## config.mk

```make
export PLATFORM = sky130hd
export DESIGN_NAME = uart_rx_fifo
export DESIGN_NICKNAME = d
export VERILOG_FILES = /design/src/rtl/uart_pkg.sv /design/src/rtl/uart_fifo_mem.sv /design/src/rtl/uart_rx_fifo.sv
export SDC_FILE = /design/constraint.sdc
export NUM_CORES = 1
export LEC_CHECK = 0
export CAP_MARGIN = 20
export CORE_ASPECT_RATIO = 1.2
export CORE_MARGIN = 5
export CORE_UTILIZATION = 55
export DETAILED_ROUTE_END_ITERATION = 6
export PLACE_DENSITY = 0.84
export SETUP_SLACK_MARGIN = 0.2
export SLEW_MARGIN = 10
export SYNTH_ARGS = -nofsm -noshare
export SYNTH_HDL_FRONTEND = slang
export SYNTH_SLANG_ARGS = --single-unit
```

## constraint.sdc

```tcl
create_clock -name clk -period 4.2 [get_ports clk]
set_input_delay 0.84 -clock clk [delete_from_list [all_inputs] [get_ports clk]]
set_output_delay 0.84 -clock clk [all_outputs]
set_load 0.01 [all_outputs]
```

## src/rtl/uart_pkg.sv

```systemverilog
// Shared UART constants used by the receiver, the transmitter and the RX FIFO.
package uart_pkg;

  localparam int UART_DATA_W        = 8;
  localparam int UART_RX_FIFO_DEPTH = 16;

endpackage : uart_pkg

```

## src/rtl/uart_fifo_mem.sv

```systemverilog
// RX FIFO storage: registered write port, asynchronous read port, no reset on the array.
module uart_fifo_mem
  import uart_pkg::*;
#(
  parameter int DEPTH  = UART_RX_FIFO_DEPTH,
  parameter int DATA_W = UART_DATA_W
) (
  input  logic                     clk,
  input  logic                     we,
  input  logic [$clog2(DEPTH)-1:0] waddr,
  input  logic [DATA_W-1:0]        wdata,
  input  logic [$clog2(DEPTH)-1:0] raddr,
  output logic [DATA_W-1:0]        rdata
);

  logic [DATA_W-1:0] mem [DEPTH];

  always_ff @(posedge clk) begin
    if (we) begin
      mem[waddr] <= wdata;
    end
  end

  assign rdata = mem[raddr];

endmodule : uart_fifo_mem

```

## src/rtl/uart_rx_fifo.sv

```systemverilog
// First-word fall-through RX FIFO with sticky overflow flag.
// Define UART_RX_FIFO_OVF_CNT_EN to add the saturating ovf_count output.
module uart_rx_fifo
  import uart_pkg::*;
#(
  parameter int DEPTH  = UART_RX_FIFO_DEPTH,
  parameter int DATA_W = UART_DATA_W
) (
  input  logic                   clk,
  input  logic                   button,
  input  logic [DATA_W-1:0]      wr_data,
  input  logic                   wr_en,
  output logic [DATA_W-1:0]      rd_data,
  output logic                   rd_valid,
  input  logic                   rd_ready,
  output logic                   full,
  output logic                   empty,
  output logic [$clog2(DEPTH):0] count,
  output logic                   overflow,
`ifdef UART_RX_FIFO_OVF_CNT_EN
  output logic [7:0]             ovf_count,
`endif
  input  logic                   clr_overflow
);

  localparam int AW = $clog2(DEPTH);
  localparam int CW = AW + 1;
  localparam logic [CW-1:0] DEPTH_C = CW'(DEPTH);

  logic [AW-1:0] wr_ptr;
  logic [AW-1:0] rd_ptr;
  logic [CW-1:0] count_q;
  logic          overflow_q;
  logic          push;
  logic          pop;
  logic          drop;

  assign empty    = (count_q == '0);
  assign full     = (count_q == DEPTH_C);
  assign rd_valid = !empty;
  assign count    = count_q;
  assign overflow = overflow_q;

  // A full FIFO still accepts a write when the head leaves in the same cycle.
  assign pop  = rd_valid && rd_ready;
  assign push = wr_en && (!full || pop);
  assign drop = wr_en && full && !pop;

  uart_fifo_mem #(
    .DEPTH  (DEPTH),
    .DATA_W (DATA_W)
  ) u_mem (
    .clk   (clk),
    .we    (push),
    .waddr (wr_ptr),
    .wdata (wr_data),
    .raddr (rd_ptr),
    .rdata (rd_data)
  );

  // Pointers wrap naturally because DEPTH is a power of two.
  always_ff @(posedge clk or negedge button) begin
    if (!button) begin
      wr_ptr <= '0;
      rd_ptr <= '0;
    end else begin
      if (push) wr_ptr <= wr_ptr + AW'(1);
      if (pop)  rd_ptr <= rd_ptr + AW'(1);
    end
  end

  always_ff @(posedge clk or negedge button) begin
    if (!button) begin
      count_q <= '0;
    end else if (push && !pop) begin
      count_q <= count_q + CW'(1);
    end else if (pop && !push) begin
      count_q <= count_q - CW'(1);
    end
  end

  // A drop in the same cycle as the clear keeps the flag set.
  always_ff @(posedge clk or negedge button) begin
    if (!button) begin
      overflow_q <= 1'b0;
    end else if (drop) begin
      overflow_q <= 1'b1;
    end else if (clr_overflow) begin
      overflow_q <= 1'b0;
    end
  end

`ifdef UART_RX_FIFO_OVF_CNT_EN
  logic [7:0] ovf_cnt_q;

  function automatic logic [7:0] sat_inc8(input logic [7:0] v);
    return (v == 8'hFF) ? v : v + 8'd1;
  endfunction

  always_ff @(posedge clk or negedge button) begin
    if (!button) begin
      ovf_cnt_q <= 8'd0;
    end else if (clr_overflow) begin
      ovf_cnt_q <= drop ? 8'd1 : 8'd0;
    end else if (drop) begin
      ovf_cnt_q <= sat_inc8(ovf_cnt_q);
    end
  end

  assign ovf_count = ovf_cnt_q;
`endif

endmodule : uart_rx_fifo

```

==> flow_summary.rst, run 1 <==
.. list-table::
   :header-rows: 1

   * - Metric
     - Value
   * - Number of synthesized register bits
     - 142
   * - Portion of total power attributed to the clock network
     - 30.4%
   * - ANT nets after route
     - 0
   * - Post-Syn Instances
     - 321
   * - Max Freq
     - 267.9 MHz
   * - WL per Instance
     - 22.12 µm
   * - Count of buffers from port buffering
     - 29
   * - Cells along the critical path
     - buf_4 > mux2i_1 > a221oi_1 > o21ai_0 > nand2_1 > clkdlybuf4s50_1
   * - Highest fanout seen on the critical path
     - 17
   * - Number of levels the H-tree was split into
     - 4
   * - Placeable Area
     - 10410 µm²
   * - FFs w/ async S/R, synth
     - 9.859%
   * - Comb pwr share
     - 30.7%
   * - Crit-path max cell delay
     - 0.74 ns
   * - Most used DFF post-synth
     - sky130_fd_sc_hd__edfxtp_1
   * - Unrepaired setup endpoints after global routing
     - no
   * - Synthesized Nets
     - 344
   * - Nets@finish
     - 381
   * - Max clock buf depth
     - 2
   * - Status
     - finished clean
   * - Die Footprint
     - 12670 µm²
   * - Clock insertion delay at the later pin of the skew report
     - 0.42 ns
   * - Number of clock sinks
     - 142
   * - Total negative slack for setup checks
     - 0 ns
   * - Data required time at the worst endpoint
     - 3.36 ns
   * - Global-route wire length before repair
     - 17.35 mm
   * - Avg Synthesized Cell Area
     - 18.02 µm²
   * - Die X-Extent
     - 103.6 µm
   * - Standard-cell rows
     - 41
   * - Startpoint Class
     - flop
   * - Vertical extent of the die
     - 122.3 µm
   * - Leakage component of the power
     - 2.385 nW
   * - Antenna cells
     - 0
   * - Synthesis warning total
     - 0
   * - Slack of the critical path
     - 0.4677 ns
   * - Global placement routability congestion
     - 0.8271
   * - DR vias
     - 3048
   * - Setup slack of the worst register-to-register path
     - 1.23 ns
   * - Crit-path slowest cell
     - sky130_fd_sc_hd__dfrtp_2
   * - Post-Route Utilization
     - 65.36%
   * - Reg clk slew, reported paths
     - 0.06 ns
   * - Number of hold buffers added after CTS
     - 0
   * - First drt pass iteration count
     - 4
   * - Slew HR
     - 52.27%
   * - Number of max-slew violations in the final report
     - 0
   * - Number of synthesized flops with an enable pin
     - 128
   * - Post-synthesis instance area
     - 5783 µm²
   * - Postcts setup bufs
     - 0
   * - Number of failing hold endpoints at the final stage
     - 0
   * - Largest net degree at the start of global routing
     - 26
   * - Worst setup EP type
     - output pin
   * - Share of the clock period used by the worst path after layout
     - 88.86%
   * - CTS Root Buffer Type
     - sky130_fd_sc_hd__clkbuf_16
   * - Worst hold margin
     - 0.5196 ns
   * - Initial Util
     - 55.53%
   * - Classification of the worst-slack hold path
     - reg2reg
   * - Pint
     - 3.410 mW
   * - Final setup skew
     - 0.01068 ns
   * - Estimated wirelength of the detail-placed design
     - 7.125 mm
   * - NetSw
     - 1.510 mW
   * - Top-level I/O count
     - 30
   * - Clock tree from TritonCTS
     - yes
   * - Routed wire length
     - 11.06 mm
   * - Arrival time at the worst endpoint
     - 2.89 ns
   * - Number of global-route vias before repair
     - 3063
   * - Part of the total power dissipated in sequential elements
     - 39.0%
   * - Number of buffers and inverters on the critical path
     - 2
   * - Setup violation total in the final timing report
     - 0
   * - Post-CTS Resized
     - 0
   * - Dpl ws
     - 0.8980 ns
   * - Max-cap violations
     - 0
   * - Antenna violations before repair
     - 0
   * - Actual transition at the worst max-transition pin
     - 0.7160 ns
   * - Number of buffers created by CTS
     - 17
   * - Sequential fraction of the synthesis area
     - 72.52%
   * - Fraction of power spent switching nets
     - 30.69%
   * - Crit path max-delay family
     - buffers and inverters
   * - Time the final worst path needs with I/O delays and setup
     - 3.732 ns
   * - Post-route DRC
     - 0
   * - P&R area growth vs syn
     - 17.70%
   * - Worst ir drop on vdd
     - 0.4778 mV
   * - Total gr overflow
     - 0
   * - Detailed-route vias per instance
     - 6.096
   * - Drt first-iter violations
     - 229
   * - Power Dens Cells
     - 722.9 nW/µm²
   * - Proportion of layout cells with a drive suffix above 1
     - 16.17%
   * - Critical setup path kind
     - reg2out
   * - Number of unique standard cell types used by synthesis
     - 33
   * - All-Layer GR Usage
     - 18.48%
[cell usage in the layout, fill, tap and decap left out, drive strengths merged, types with 3 or more instances in the layout]
cell type	count
and2	17
a22oi	8
mux4	16
clkdlybuf4s50	29
clkinv	5
buf	4
dfrtp	14
clkinvlp	4
xnor2	9
edfxtp	128
nor2	3
ha	9
clkbuf	18
mux2i	33
o21ai	11
inv	11
a221oi	16
nand2	13
bufinv	3
[stage by stage]
stage               power (mW)  cells  instance area, µm²
global placement         3.381    468                6211
detailed placement       3.439    468                6211
finish                   4.921    500                6807
floorplan                2.872    321                5783
global route             5.145    500                6807
CTS                      4.946    500                6807
[kinds of logic after synthesis]
group | count (synthesis) | synth area share [%]
buffers and inverters | 24 | 1.752
DFF | 142 | 72.52
and+or+nand+nor | 43 | 4.176
muxes | 51 | 12.33
xor gates and xnor gates | 10 | 1.515
adders and majority gates | 10 | 2.293
AOI/OAI and AO/OA | 41 | 5.409
[registers in the layout, summed over array words and instances, names as in the netlist]
name,count
u_mem.mem,128
count,5
rd_ptr,4
wr_ptr,4
overflow,1
[synth_stat cells, types with 2 or more instances]
library cell,n,area [µm²]
sky130_fd_sc_hd__mux2_2,2,22.52
sky130_fd_sc_hd__nor3b_1,2,15.01
sky130_fd_sc_hd__nand4_1,2,12.51
sky130_fd_sc_hd__buf_2,9,45.04
sky130_fd_sc_hd__mux2i_1,33,330.3
sky130_fd_sc_hd__clkbuf_1,6,22.52
sky130_fd_sc_hd__a21oi_1,2,10.01
sky130_fd_sc_hd__nand2_1,13,48.80
sky130_fd_sc_hd__nor2_1,3,11.26
sky130_fd_sc_hd__dfrtp_1,14,350.3
sky130_fd_sc_hd__ha_1,9,112.6
sky130_fd_sc_hd__xnor2_1,9,78.83
sky130_fd_sc_hd__edfxtp_1,128,3844
sky130_fd_sc_hd__a221oi_1,16,140.1
sky130_fd_sc_hd__o21ai_0,11,55.05
sky130_fd_sc_hd__and2_1,16,100.1
sky130_fd_sc_hd__mux4_2,16,360.4
sky130_fd_sc_hd__a22oi_1,8,60.06
sky130_fd_sc_hd__inv_1,8,30.03
[power groups by stage]
stage | Clock [mW] | Sequential (mW) | Combinational [mW]
6_report | 1.49 | 1.92 | 1.51
5_1_grt | 1.58 | 1.94 | 1.62
4_1_cts | 1.51 | 1.92 | 1.52
3_5_place_dp | 0 | 1.94 | 1.50
3_3_place_gp | 0 | 1.93 | 1.45
2_1_floorplan | 0 | 1.84 | 1.03
[area by class of cell]
cell class,count,area (µm²)
Multi-Input combinational cell,155,1488
Clock buffer,18,429.2
Fill cell,685,3607
Sequential cell,142,4195
Clock inverter,14,166.4
Tap cell,129,161.4
Timing Repair Buffer,33,332.8
Inverter,9,33.78
[routing by layer]
layer  wire (µm)  track usage [%]  vias up
li1            -                -     1348
met1        4246            21.36     1567
met2        6087            32.62      106
met3         449            4.419       27
met4         279            8.696        0
met5           0                0        -
[final timing paths]
| kind | from | cells past startpoint | to |
|---|---|---|---|
| setup / recovery | rd_ptr[0]$_DFFE_PN0N_ | 6 | rd_data[6] |
| hold / removal | overflow$_DFFE_PN0P_ | 1 | overflow$_DFFE_PN0P_ |
| setup reg to reg | count[0]$_DFFE_PN0P_ | 10 | count[4]$_DFFE_PN0P_ |
| hold reg to reg | overflow$_DFFE_PN0P_ | 1 | overflow$_DFFE_PN0P_ |
| max in group asynchronous | button | 1 | rd_ptr[0]$_DFFE_PN0N_ |
| min in group asynchronous | button | 1 | count[3]$_DFFE_PN0P_ |
[worst register-to-register path, cell delays in order (launching register included)]
cell	delay [ns]
sky130_fd_sc_hd__dfrtp_1	0.45
sky130_fd_sc_hd__or4_4	0.59
sky130_fd_sc_hd__nand2b_1	0.23
sky130_fd_sc_hd__nand2_1	0.19
sky130_fd_sc_hd__ha_1	0.21
sky130_fd_sc_hd__inv_1	0.11
sky130_fd_sc_hd__fa_1	0.42
sky130_fd_sc_hd__a21o_1	0.17
sky130_fd_sc_hd__a21oi_1	0.17
sky130_fd_sc_hd__mux2i_1	0.23
sky130_fd_sc_hd__xnor2_1	0.13
No activity file was read; power rests on OpenSTA's default activity.
==> run 2, diff against run 1 <==
--- a/config.mk
+++ b/config.mk
@@ -10,6 +10,7 @@
 export CORE_MARGIN = 5
 export CORE_UTILIZATION = 55
 export DETAILED_ROUTE_END_ITERATION = 6
+export GPL_TIMING_DRIVEN = 0
 export PLACE_DENSITY = 0.84
 export SETUP_SLACK_MARGIN = 0.2
 export SLEW_MARGIN = 10
==> run 2 against run 1 <==
Global-route usage increased by 0.23 points. Final cell count increased by 2.2%. Largest power group unchanged. First-iteration DRC count decreased by 8.3%. Critical endpoint is now rd_data[1]. Combinational power increased by 9%. Sequential power decreased by 5%.
==> flow_summary.rst, run 2 (same netlist as run 1, synthesis figures left out) <==
.. list-table::
   :header-rows: 1

   * - Metric
     - Value
   * - Pint
     - 3.358 mW (was 3.410 mW)
   * - P&R area growth vs syn
     - 18.11% (was 17.70%)
   * - Hold depth
     - 1 (unchanged)
   * - Comb pwr share
     - 33.5% (was 30.7%)
   * - ANT nets after route
     - 0 (unchanged)
   * - Classification of the worst-slack hold path
     - reg2reg (unchanged)
   * - Max Freq
     - 254.3 MHz (was 267.9 MHz)
   * - Post-route DRC
     - 0 (unchanged)
   * - Actual transition at the worst max-transition pin
     - 0.6996 ns (was 0.7160 ns)
   * - Count of buffers from port buffering
     - 29 (unchanged)
   * - Dpl ws
     - 0.6540 ns (was 0.8980 ns)
   * - Standard-cell rows
     - 41 (unchanged)
   * - Routed wire length
     - 11.00 mm (was 11.06 mm)
   * - Number of hold buffers added after CTS
     - 0 (unchanged)
   * - Critical path depth in cells
     - 8 (was 6)
   * - Vertical extent of the die
     - 122.3 µm (unchanged)
   * - Worst hold margin
     - 0.5065 ns (was 0.5196 ns)
   * - Crit-path slowest cell
     - sky130_fd_sc_hd__a221oi_1 (was sky130_fd_sc_hd__dfrtp_2)
   * - Total negative slack for setup checks
     - 0 ns (unchanged)
   * - Estimated wirelength of the detail-placed design
     - 7.622 mm (was 7.125 mm)
   * - Nets@finish
     - 392 (was 381)
   * - Cells along the critical path
     - clkbuf_1 > and2_1 > buf_2 > buf_2 > a221oi_1 > o21ai_0 > nand2_1 > clkdlybuf4s50_1 (was buf_4 > mux2i_1 > a221oi_1 > o21ai_0 > nand2_1 > clkdlybuf4s50_1)
   * - Critical setup path kind
     - reg2out (unchanged)
   * - Number of buffers and inverters on the critical path
     - 4 (was 2)
   * - Max clock buf depth
     - 2 (unchanged)
   * - Placeable Area
     - 10410 µm² (unchanged)
   * - Most frequent standard cell in the layout excluding fill and tap cells
     - sky130_fd_sc_hd__edfxtp_1 (unchanged)
   * - Antenna violations before repair
     - 0 (unchanged)
   * - Crit-path max cell delay
     - 0.57 ns (was 0.74 ns)
   * - Slew HR
     - 53.21% (was 52.27%)
   * - Largest register by flop count
     - u_mem.mem (unchanged)
   * - Worst setup EP type
     - output pin (unchanged)
   * - Largest net degree at the start of global routing
     - 17 (was 26)
   * - Crit path max-delay family
     - buffers and inverters (unchanged)
   * - Number of max-slew violations in the final report
     - 0 (unchanged)
   * - Initial Util
     - 55.53% (unchanged)
   * - Startpoint Class
     - flop (unchanged)
   * - Worst ir drop on vdd
     - 0.4272 mV (was 0.4778 mV)
   * - All-Layer GR Usage
     - 18.71% (was 18.48%)
   * - Portion of total power attributed to the clock network
     - 29.0% (was 30.4%)
   * - Part of the total power dissipated in sequential elements
     - 37.4% (was 39.0%)
   * - Die X-Extent
     - 103.6 µm (unchanged)
   * - Final Instance Area
     - 6830 µm² (was 6807 µm²)
   * - Power Dens Cells
     - 715.1 nW/µm² (was 722.9 nW/µm²)
   * - Global placement routability congestion
     - 0.8459 (was 0.8271)
   * - Arrival time at the worst endpoint
     - 3.09 ns (was 2.89 ns)
   * - Proportion of layout cells with a drive suffix above 1
     - 17.54% (was 16.17%)
   * - Number of global-route vias before repair
     - 3223 (was 3063)
   * - WL per Instance
     - 21.52 µm (was 22.12 µm)
   * - Most frequent cells in the layout
     - sky130_fd_sc_hd__edfxtp_1 (128), sky130_fd_sc_hd__mux2i_1 (33), sky130_fd_sc_hd__clkdlybuf4s50_1 (29), sky130_fd_sc_hd__clkbuf_16 (17) (unchanged)
   * - Die Footprint
     - 12670 µm² (unchanged)
   * - Status
     - finished clean (unchanged)
   * - Reg clk slew, reported paths
     - 0.06 ns (about the same)
   * - Placed inst area
     - 6235 µm² (was 6211 µm²)
   * - Number of levels the H-tree was split into
     - 4 (unchanged)
   * - Time the final worst path needs with I/O delays and setup
     - 3.933 ns (was 3.732 ns)
   * - Number of buffers created by CTS
     - 17 (unchanged)
   * - Data required time at the worst endpoint
     - 3.36 ns (about the same)
   * - Top-level I/O count
     - 30 (unchanged)
   * - NetSw
     - 1.526 mW (was 1.510 mW)
   * - Drt first-iter violations
     - 210 (was 229)
   * - Leakage component of the power
     - 2.410 nW (was 2.385 nW)
   * - First drt pass iteration count
     - 5 (was 4)
   * - Clock tree from TritonCTS
     - yes (unchanged)
   * - Global-route wire length before repair
     - 17.71 mm (was 17.35 mm)
   * - Antenna cells
     - 0 (unchanged)
   * - Setup violation total in the final timing report
     - 0 (unchanged)
   * - DR vias
     - 2992 (was 3048)
   * - Max-cap violations
     - 0 (unchanged)
   * - Unrepaired setup endpoints after global routing
     - no (unchanged)
   * - Worst r2r path cells
     - 10 (unchanged)
   * - Share of the clock period used by the worst path after layout
     - 93.64% (was 88.86%)
   * - Fraction of power spent switching nets
     - 31.24% (was 30.69%)
   * - Number of clock sinks
     - 142 (unchanged)
   * - Flip-flop count of the largest register after layout
     - 128 (unchanged)
   * - Total gr overflow
     - 0 (unchanged)
   * - Highest fanout seen on the critical path
     - 10 (was 17)
   * - Clock insertion delay at the later pin of the skew report
     - 0.41 ns (was 0.42 ns)
   * - Most common cell type on the critical path
     - sky130_fd_sc_hd__buf_2
   * - CTS Root Buffer Type
     - sky130_fd_sc_hd__clkbuf_16 (unchanged)
   * - Final Power
     - 4.884 mW (was 4.921 mW)
   * - Slack of the critical path
     - 0.2671 ns (was 0.4677 ns)
   * - Detailed-route vias per instance
     - 5.855 (was 6.096)
   * - Final setup skew
     - 0.006881 ns (was 0.01068 ns)
   * - Number of failing hold endpoints at the final stage
     - 0 (unchanged)
-- run 2: cell count changes in the layout (fill, tap and decap cells not counted), moves of 2 or more --
cell	previous run	this run
sky130_fd_sc_hd__clkinv_1	0	2
sky130_fd_sc_hd__a221oi_1	16	12
sky130_fd_sc_hd__clkbuf_1	1	6
sky130_fd_sc_hd__buf_2	0	9
sky130_fd_sc_hd__buf_4	3	0
sky130_fd_sc_hd__a221oi_2	0	4
-- run 2: final timing paths --
check                                 startpoint               endpoint  slack [ns]
max                        rd_ptr[2]$_DFFE_PN0N_             rd_data[1]        0.27
min                         overflow$_DFFE_PN0P_   overflow$_DFFE_PN0P_        0.51
max reg2reg                 count[0]$_DFFE_PN0P_   count[4]$_DFFE_PN0P_        1.15
min reg2reg                 overflow$_DFFE_PN0P_   overflow$_DFFE_PN0P_        0.51
max in group asynchronous                 button  rd_ptr[1]$_DFFE_PN0N_        2.97
min in group asynchronous                 button   count[2]$_DFFE_PN0P_        0.82
-- run 2: metal layers --
metal | vias up | part of all wire [%] | global-route usage [%]
li1 | 1373 | - | -
met1 | 1527 | 40 | 22.82
met2 | 75 | 53 | 32.74
met3 | 17 | 3.7 | 3.682
met4 | 0 | 2.5 | 7.875
met5 | - | 0 | 0
-- run 2: final cells by class --
cell class / instances / area (µm²)
timing repair buffer: 29 / 290.3
inverter: 9 / 33.78
clock inverter: 15 / 145.1
tap: 129 / 161.4
buffer: 15 / 67.56
sequential: 142 / 4194
fill: 695 / 3583
clock buffer: 17 / 425.4
multi-input combinational: 155 / 1513
-- run 2: timing repair --
item,CTS,global route
hold endpoints to repair,0,0
setup buffers,0,0
setup endpoints to repair,1,3
gates resized for setup,1,3
cloned,0,0
-- run 2: power groups by stage --
stage / clock (mW) / combinational (mW) / sequential, mW
global placement: 0 / 1.56 / 1.84
finish: 1.42 / 1.64 / 1.83
detailed placement: 0 / 1.62 / 1.86
floorplan: 0 / 1.03 / 1.84
CTS: 1.44 / 1.63 / 1.83
global route: 1.50 / 1.78 / 1.85
-- run 2: metrics by stage --
step	cells	util (%)
4_1_cts	511	65.41
3_3_place_gp	479	59.87
5_1_grt	511	65.59
2_1_floorplan	321	-
6_report	511	65.59
3_5_place_dp	479	59.87
==> run 3, diff against run 2 <==
--- a/config.mk
+++ b/config.mk
@@ -9,6 +9,7 @@
 export CORE_ASPECT_RATIO = 1.2
 export CORE_MARGIN = 5
 export CORE_UTILIZATION = 55
+export CTS_CLUSTER_SIZE = 12
 export DETAILED_ROUTE_END_ITERATION = 6
 export GPL_TIMING_DRIVEN = 0
 export PLACE_DENSITY = 0.84
==> results of run 3 <==
Same layout as run 2: the final DEF is identical, and so are final timing and power.
